===== src/rtl/mult_div_unit.sv =====
// Iterative signed multiply/divide unit feeding the HI/LO registers.
// Shift-add multiply and restoring divide on magnitudes, sign-fixed at the end.
module mult_div_unit #(
    parameter int WIDTH = 32,
    parameter int CNT_W = 6
) (
    input  logic             clk,
    input  logic             reset_n,
    input  logic             start,
    input  logic [2:0]       alu_control,
    input  logic [WIDTH-1:0] src_a,
    input  logic [WIDTH-1:0] src_b,
    output logic             busy,
    output logic             done,
    output logic             div_by_zero,
    output logic [WIDTH-1:0] hi,
    output logic [WIDTH-1:0] lo
);

    localparam logic [2:0]       OP_MULT = 3'b101;
    localparam logic [2:0]       OP_DIV  = 3'b110;
    localparam logic [CNT_W-1:0] LAST    = CNT_W'(WIDTH - 1);

    typedef enum logic [1:0] {
        S_IDLE,
        S_RUN,
        S_FIX,
        S_DONE
    } state_t;

    state_t               r_state;
    state_t               w_next;
    logic                 w_accept;
    logic                 w_op_mult;
    logic                 w_op_div;
    logic                 w_b_zero;

    logic [CNT_W-1:0]     r_cnt;
    logic [2*WIDTH-1:0]   r_acc;
    logic [WIDTH-1:0]     r_opb;
    logic                 r_is_div;
    logic                 r_neg_lo;
    logic                 r_neg_hi;
    logic                 r_dbz;
    logic [WIDTH-1:0]     r_hi;
    logic [WIDTH-1:0]     r_lo;

    logic [WIDTH-1:0]     w_mag_a;
    logic [WIDTH-1:0]     w_mag_b;
    logic [WIDTH:0]       w_sum;
    logic [2*WIDTH-1:0]   w_mul_step;
    logic [WIDTH:0]       w_rem_sh;
    logic                 w_ge;
    logic [WIDTH-1:0]     w_sub;
    logic [2*WIDTH-1:0]   w_div_step;
    logic [2*WIDTH-1:0]   w_prod_neg;
    logic [WIDTH-1:0]     w_q_neg;
    logic [WIDTH-1:0]     w_r_neg;
    logic [WIDTH-1:0]     w_fix_hi;
    logic [WIDTH-1:0]     w_fix_lo;

    assign w_op_mult   = (alu_control == OP_MULT);
    assign w_op_div    = (alu_control == OP_DIV);
    assign w_b_zero    = (src_b == '0);
    assign div_by_zero = r_dbz;
    assign hi          = r_hi;
    assign lo          = r_lo;

    // Operand magnitudes; -2^(W-1) maps to unsigned 2^(W-1) without extra bit
    always_comb begin
        w_mag_a = src_a[WIDTH-1] ? ({WIDTH{1'b0}} - src_a) : src_a;
        w_mag_b = src_b[WIDTH-1] ? ({WIDTH{1'b0}} - src_b) : src_b;
    end

    // One shift-add multiply step: {partial, multiplier} shifts right
    always_comb begin
        w_sum      = {1'b0, r_acc[2*WIDTH-1:WIDTH]}
                   + {1'b0, (r_acc[0] ? r_opb : {WIDTH{1'b0}})};
        w_mul_step = {w_sum, r_acc[WIDTH-1:1]};
    end

    // One restoring divide step: {remainder, dividend/quotient} shifts left
    always_comb begin
        w_rem_sh   = r_acc[2*WIDTH-1:WIDTH-1];
        w_ge       = (w_rem_sh >= {1'b0, r_opb});
        w_sub      = w_rem_sh[WIDTH-1:0] - r_opb;
        w_div_step = {(w_ge ? w_sub : w_rem_sh[WIDTH-1:0]),
                      r_acc[WIDTH-2:0], w_ge};
    end

    // Sign correction of the raw magnitude result
    always_comb begin
        w_prod_neg = {(2*WIDTH){1'b0}} - r_acc;
        w_q_neg    = {WIDTH{1'b0}} - r_acc[WIDTH-1:0];
        w_r_neg    = {WIDTH{1'b0}} - r_acc[2*WIDTH-1:WIDTH];
        if (r_is_div) begin
            w_fix_lo = r_neg_lo ? w_q_neg : r_acc[WIDTH-1:0];
            w_fix_hi = r_neg_hi ? w_r_neg : r_acc[2*WIDTH-1:WIDTH];
        end else begin
            w_fix_lo = r_neg_lo ? w_prod_neg[WIDTH-1:0]
                                : r_acc[WIDTH-1:0];
            w_fix_hi = r_neg_lo ? w_prod_neg[2*WIDTH-1:WIDTH]
                                : r_acc[2*WIDTH-1:WIDTH];
        end
    end

    // State register
    always_ff @(posedge clk or negedge reset_n) begin
        if (!reset_n) r_state <= S_IDLE;
        else          r_state <= w_next;
    end

    // Next-state and handshake outputs
    always_comb begin
        w_next   = r_state;
        w_accept = 1'b0;
        busy     = 1'b0;
        done     = 1'b0;
        unique case (r_state)
            S_IDLE: begin
                if (start && (w_op_mult || w_op_div)) begin
                    w_accept = 1'b1;
                    w_next   = (w_op_div && w_b_zero) ? S_DONE : S_RUN;
                end
            end
            S_RUN: begin
                busy = 1'b1;
                if (r_cnt == LAST) w_next = S_FIX;
            end
            S_FIX: begin
                busy   = 1'b1;
                w_next = S_DONE;
            end
            S_DONE: begin
                busy   = 1'b1;
                done   = 1'b1;
                w_next = S_IDLE;
            end
            default: w_next = S_IDLE;
        endcase
    end

    // Operand latch, iteration datapath and HI/LO write-back
    always_ff @(posedge clk or negedge reset_n) begin
        if (!reset_n) begin
            r_cnt    <= '0;
            r_acc    <= '0;
            r_opb    <= '0;
            r_is_div <= 1'b0;
            r_neg_lo <= 1'b0;
            r_neg_hi <= 1'b0;
            r_dbz    <= 1'b0;
            r_hi     <= '0;
            r_lo     <= '0;
        end else if (w_accept) begin
            r_cnt    <= '0;
            r_acc    <= {{WIDTH{1'b0}}, w_mag_a};
            r_opb    <= w_mag_b;
            r_is_div <= w_op_div;
            r_neg_lo <= src_a[WIDTH-1] ^ src_b[WIDTH-1];
            r_neg_hi <= src_a[WIDTH-1];
            r_dbz    <= w_op_div && w_b_zero;
        end else if (r_state == S_RUN) begin
            r_acc <= r_is_div ? w_div_step : w_mul_step;
            r_cnt <= r_cnt + CNT_W'(1);
        end else if (r_state == S_FIX) begin
            r_hi <= w_fix_hi;
            r_lo <= w_fix_lo;
        end
    end

endmodule


===== config.mk =====
export PLATFORM = sky130hd
export DESIGN_NAME = mult_div_unit
export DESIGN_NICKNAME = d
export VERILOG_FILES = /design/src/rtl/mult_div_unit.sv
export SDC_FILE = /design/constraint.sdc
export NUM_CORES = 1
export LEC_CHECK = 0
export ABC_AREA = 1
export ABC_CLOCK_PERIOD_IN_PS = 5200
export BUFFER_PORTS_ARGS = -buffer_cell sky130_fd_sc_hd__buf_2
export CAP_MARGIN = 20
export CORE_ASPECT_RATIO = 0.8
export CORE_MARGIN = 1
export CORE_UTILIZATION = 54
export CTS_CLUSTER_DIAMETER = 200
export DETAILED_ROUTE_END_ITERATION = 8
export MAX_ROUTING_LAYER = met4
export PLACE_DENSITY = 0.78
export SLEW_MARGIN = 20
export SYNTH_ARGS = -nofsm -noshare
export SYNTH_HDL_FRONTEND = slang
export SYNTH_SLANG_ARGS = --single-unit

===== constraint.sdc =====
create_clock -name clk -period 5.2 [get_ports clk]
set_input_delay 1.56 -clock clk [delete_from_list [all_inputs] [get_ports clk]]
set_output_delay 1.56 -clock clk [all_outputs]
set_load 0.005 [all_outputs]

* Yosys cells after proc, flatten, opt, wreduce, memory -nomap -nowiden
Index checks and enable logic that the tools add are counted.
** Storage, ports and cells
- Bits in registers :: 172
- Word-level logic and storage cells :: 62
** Cells by class
- Add/subtract/negate cells :: 8
- Magnitude comparators :: 1
- Equality and inequality tests :: 8
- Muxes and demuxes :: 23
- Bitwise gates (word level) :: 3
- Reductions and logical operators :: 9
** Operators by type and width (count)
- two-way mux 32 bit :: 10
- two-way mux 64 bit :: 3
- subtractor 1 x 32 -> 32 bit, first input constant :: 4
- subtractor 1 x 64 -> 64 bit, first input constant :: 1
- adder 32 x 32 -> 33 bit :: 1
- greater-or-equal comparator 33 x 32 -> 1 bit :: 1
- logical NOT 32 bit :: 1
- subtractor 32 bit :: 1
- two-way mux 6 bit :: 2
- one-hot mux 2 bit (4 select lines) :: 1
- adder 6 x 1 -> 6 bit, second input constant :: 1
- == test 3 bit, second input constant :: 2
- == test 6 x 5 -> 1 bit, second input constant :: 1
- two-way mux 2 bit :: 3
- == test 2 bit, second input constant :: 2
- two-way mux 1 bit :: 4
- != test 2 bit, second input constant :: 2
- AND reduction 3 bit :: 1
- OR reduction 3 bit :: 1
- == test 2 x 1 -> 1 bit, second input constant :: 1
- logical AND 1 bit :: 2
- logical NOT 2 bit :: 1
- inverter 1 bit :: 2
- AND reduction 2 bit :: 1
- other kinds (3) :: 3

* Depth between registers and ports, before layout
- Depth in word-level cells :: 7
- Gate-level depth with buffers :: 19
- Depth with buffers taken out :: 17

* Worst setup path before layout
Ideal clock, no wire load.
- Path type :: input port to flip-flop
- Start point :: input src_b[0]
- End point :: register r_opb[28]
- Library setup time :: 0.130 ns
- Data arrival time :: 2.830 ns
- Required time :: 5.070 ns
- Slack :: 2.240 ns
- Stages :: 11
- Cell sequence :: inv_1 > ha_1 > inv_1 > nor3_2 > nand3_1 > nor3_4 > nand2_2 > o21ai_2 > nand4_1 > nand3_1 > o21ai_0
** On the way
- Word-level cells in the longest chain between the ends :: 2
** RTL lines
- start: declaration :: RTL line 12 : input logic [WIDTH-1:0] src_b,
- subtractor 1 x 32 -> 32 bit :: RTL line 72 : w_mag_b = src_b[WIDTH-1] ? ({WIDTH{1'b0}} - src_b) : src_b;
- two-way mux 32 bit :: RTL line 72
- end signal: assignment :: RTL line 158 : r_opb <= w_mag_b;
- end: declaration :: RTL line 40 : logic [WIDTH-1:0] r_opb;
Every way passes these cells.
A chain may end at the register's enable or synchronous reset.

* Worst setup path after layout
- Start point :: register r_acc[0]
- End point :: register r_acc[41]
** On the way
- Word-level cells in the longest chain between the ends :: 5
** RTL lines
- start: declaration :: RTL line 39 : logic [2*WIDTH-1:0] r_acc;
- start signal: assignment :: RTL line 157 : r_acc <= {{WIDTH{1'b0}}, w_mag_a};
- start signal: assignment :: RTL line 164 : r_acc <= r_is_div ? w_div_step : w_mul_step;
- two-way mux 32 bit :: RTL line 78 : + {1'b0, (r_acc[0] ? r_opb : {WIDTH{1'b0}})};
- adder 32 x 32 -> 33 bit :: RTL line 78
- two-way mux 64 bit :: RTL line 164
- two-way mux 64 bit :: RTL line 163 : end else if (r_state == S_RUN) begin
- two-way mux 64 bit :: RTL line 155 : end else if (w_accept) begin
Every way passes these cells. The select of a mux whose other input is x is not followed.

==> reports/qor.yml <==
run_status:
  status: "complete, no violations"
critical_path:
  cp_common_cell: "nand2_1"
  cp-end-kind: "flip-flop"
  cp_cell_sequence: "buf_4 > nand2_1 > inv_1 > ha_1 > a21oi_1 > o21ai_0 > nand2_1 > nand3_1 > nand2_1 > inv_1 > o21ai_0 > nand2_1 > inv_1 > nand3_1 > o21ai_1"
  worst_path_largest_cell_delay_ps: 700
  crit_path_start_kind: "flip-flop"
  path_class: "flip-flop to flip-flop"
  cp_max_fo: 23
  cp_num_buf_inv: 4
  cp.arrival_ps: 3920
  cp_slowest_cell: "dfrtp_1"
  path_delay_family: "compound AO/OA/AOI/OAI gates"
  crit_required_ps: 5570
layout:
  multi_input_area_sq_mm: 0.0109
  fin_nets: 3139
  final_common_cell: "nand2_1"
  drive_gt1_share_pct: 7.88
  antennaDiodeCount: 0
  final_cells: 3426
  layout_common_cells: "nand2_1 (978), inv_1 (416), nor2_1 (288), nand3_1 (242), o21ai_0 (196)"
  syn_to_final_growth_pct: 9.19
  fin_area_sq_mm: 0.0188
  fillCellCount: 3157
  seq_area_sq_mm: 0.00431
clocking:
  clkLatencyLatePin_ps: 460
  ctsHoldBuffers: 0
  cts-resized-gates: 0
  post_cts.repair.setup_buffers: 0
  cts-root-buf: "clkbuf_16"
  clock-sinks: 172
  numCtsBuffers: 17
  clk_pin_slew_ps: 70
  cts.htree.levels: 4
  cts_tree: "yes"
  clk_path_buf_depth: 2
route:
  viasPerCell: 5.79
  vias: 19800
  wl_per_cell_um: 19.1
  wirelength_um: 65500
  drcViolationCount: 0
  drtAntennaViolNets: 0
  drtIter0Drc: 2611
  firstDrtPassIters: 7
timing:
  tightest_slew_ps: 1090
  hold_viol_final: 0
  fmax_mhz: 282
  hold_slack_ps: 476
  rsz0062_at_grt: "no"
  slew_violations: 0
  tns_ps: 0
  max_slew_margin_pct: 27.3
  finClkSkew_ps: 22.4
  setup_viol: 0
  timing.final.crit_period_ps: 3550
  min_period_over_period_pct: 68.2
placement:
  hpwl_um: 52000
  numPortBuffers: 136
  dp_cells: 3394
  place_area_sq_mm: 0.0182
  place.gp.congestion: 1.06
floorplan:
  fp.dieH_um: 162
  initial_core_util_pct: 54.8
  die_w_um: 201
  core_sq_mm: 0.0314
  die_area_sq_mm: 0.0326
  rows: 58
  ios: 137
grt:
  gr-total-overflow: 0
  grt_max_degree: 99
  grt_usage_pct: 41.2
  antenna_found_initial: 0
  grt_pass1_vias: 17600
  grt_pass1_wl_um: 101000
pwr:
  total_power_uw: 13700
  leakagePower_uw: 0.0102
  ir_worst_vdd_mv: 0.352
  pwr_density_cell_mw_per_mm2: 730
synthesis:
  synth-edff-count: 0
  ys_seq_area_share_pct: 25.0
  yosys_warnings: 0
  syn_avg_cell_area_sq_um: 5.91
  syn-num-nets: 3056
  ys_ff_latch: 172
  syn_area_sq_mm: 0.0172
  synthCells: 2910
  ys.flop_type: "dfrtp_1"
  ys_types: 52
  synth-async-reset-ratio_pct: 100
run:
  maxCapViolations: 0
hold_path:
  holdCritPathClass: "flip-flop to flip-flop"
==> cells in the mapped netlist, types with 2 or more instances <==
cell      number  area [sq um]
o21ai_0      196           981
o22ai_1        4          25.0
nand2_1      978          3670
xor2_1        73           639
clkbuf_1      49           184
nor3_1        35           175
o21ai_2        2          17.5
nand3_2        2          20.0
nor4_1         4          25.0
o31ai_1        5          37.5
nand2_2        7          43.8
nor2_1       288          1080
or2_2          3          18.8
fa_1           2          40.0
nor3_2         5          50.1
buf_1         16          60.1
a21oi_1      104           521
o211ai_1      13          97.6
xnor2_1       16           140
o21ai_1       18          90.1
nor2_2        13          81.3
ha_1          74           926
buf_4          3          22.5
nand4_1       47           294
nand3_1      242          1210
a21o_1         4          30.0
dfrtp_1      172          4300
buf_6          4          45.0
nor2_4         3          33.8
inv_2          8          30.0
a21boi_0       2          15.0
nand3b_1      21           158
a22oi_1       15           113
buf_2         18          90.1
inv_1        417          1570
a31oi_1       17           106
o221ai_1       2          17.5
o21bai_1      11          82.6
and3_1         2          12.5
o21a_1         3          22.5
==> worst paths after layout <==
kind,start,to,cells after the start,slack [ps]
min in group asynchronous,reset_n,r_acc[48],1,1170
max in group asynchronous,reset_n,lo[7],2,2910
setup / recovery,r_acc[0],r_acc[41],15,1650
hold / removal,hi[30],hi[30],2,480
hold reg to reg,hi[30],hi[30],2,480
setup reg to reg,r_acc[0],r_acc[41],15,1650
==> worst register-to-register path: stages (launching register included) <==
cell and delay, ps:
dfrtp_1 700, buf_4 390, nand2_1 90, inv_1 80
ha_1 270, a21oi_1 500, o21ai_0 410, nand2_1 180
nand3_1 140, nand2_1 90, inv_1 30, o21ai_0 290
nand2_1 100, inv_1 70, nand3_1 70, o21ai_1 70
==> final cells by class <==
cell class              count  area share (%)
multi-input cells        2222            58.0
inverters                 426            8.52
well taps                 420            2.80
clock inverters            14           0.953
clock buffers              18            2.34
flip-flops and latches    172            22.9
repair buffers            154            4.45
==> routing by layer <==
layer,part of all wire [%],wire length [um],vias up,GRT usage [%]
met5,0,0,-,-
met4,2.1,1370,0,8.75
met3,13,8590,90,9.64
met2,39,25600,1196,54.9
met1,46,29900,9126,62.0
li1,-,-,9426,-
==> where the power goes <==
part	internal, uW	total, uW	switching, uW
sequential	2000	3060	1060
combinational	2890	9260	6370
clock	742	1380	638
total	5630	13700	8060
==> logic make-up after synthesis <==
group | after synthesis | share of synthesized area [%]
AOI/OAI and AO/OA | 401 | 12.9
xor gates and xnor gates | 89 | 4.53
adders and majority gates | 76 | 5.62
buffers and inverters | 516 | 11.6
DFF | 172 | 25.0
and+or+nand+nor | 1656 | 40.3
==> sequential cells by signal, indices dropped and copies added, names as in the netlist <==
| name | count |
|---|---|
| r_cnt | 6 |
| r_neg_hi | 1 |
| hi | 32 |
| lo | 32 |
| r_state | 2 |
| r_opb | 32 |
| r_neg_lo | 1 |
| r_is_div | 1 |
| r_acc | 64 |
| div_by_zero | 1 |
==> metrics by stage <==
| stage | setup slack, ps | util, % |
|---|---|---|
| 4_1_cts | 1760 | 59.9 |
| 3_3_place_gp | 1430 | 57.8 |
| 2_1_floorplan | 2240 | - |
| 3_5_place_dp | 1310 | 57.9 |
| 6_report | 1650 | 59.9 |
| 5_1_grt | 1520 | 59.9 |
Power figures use the tool's default switching activity.
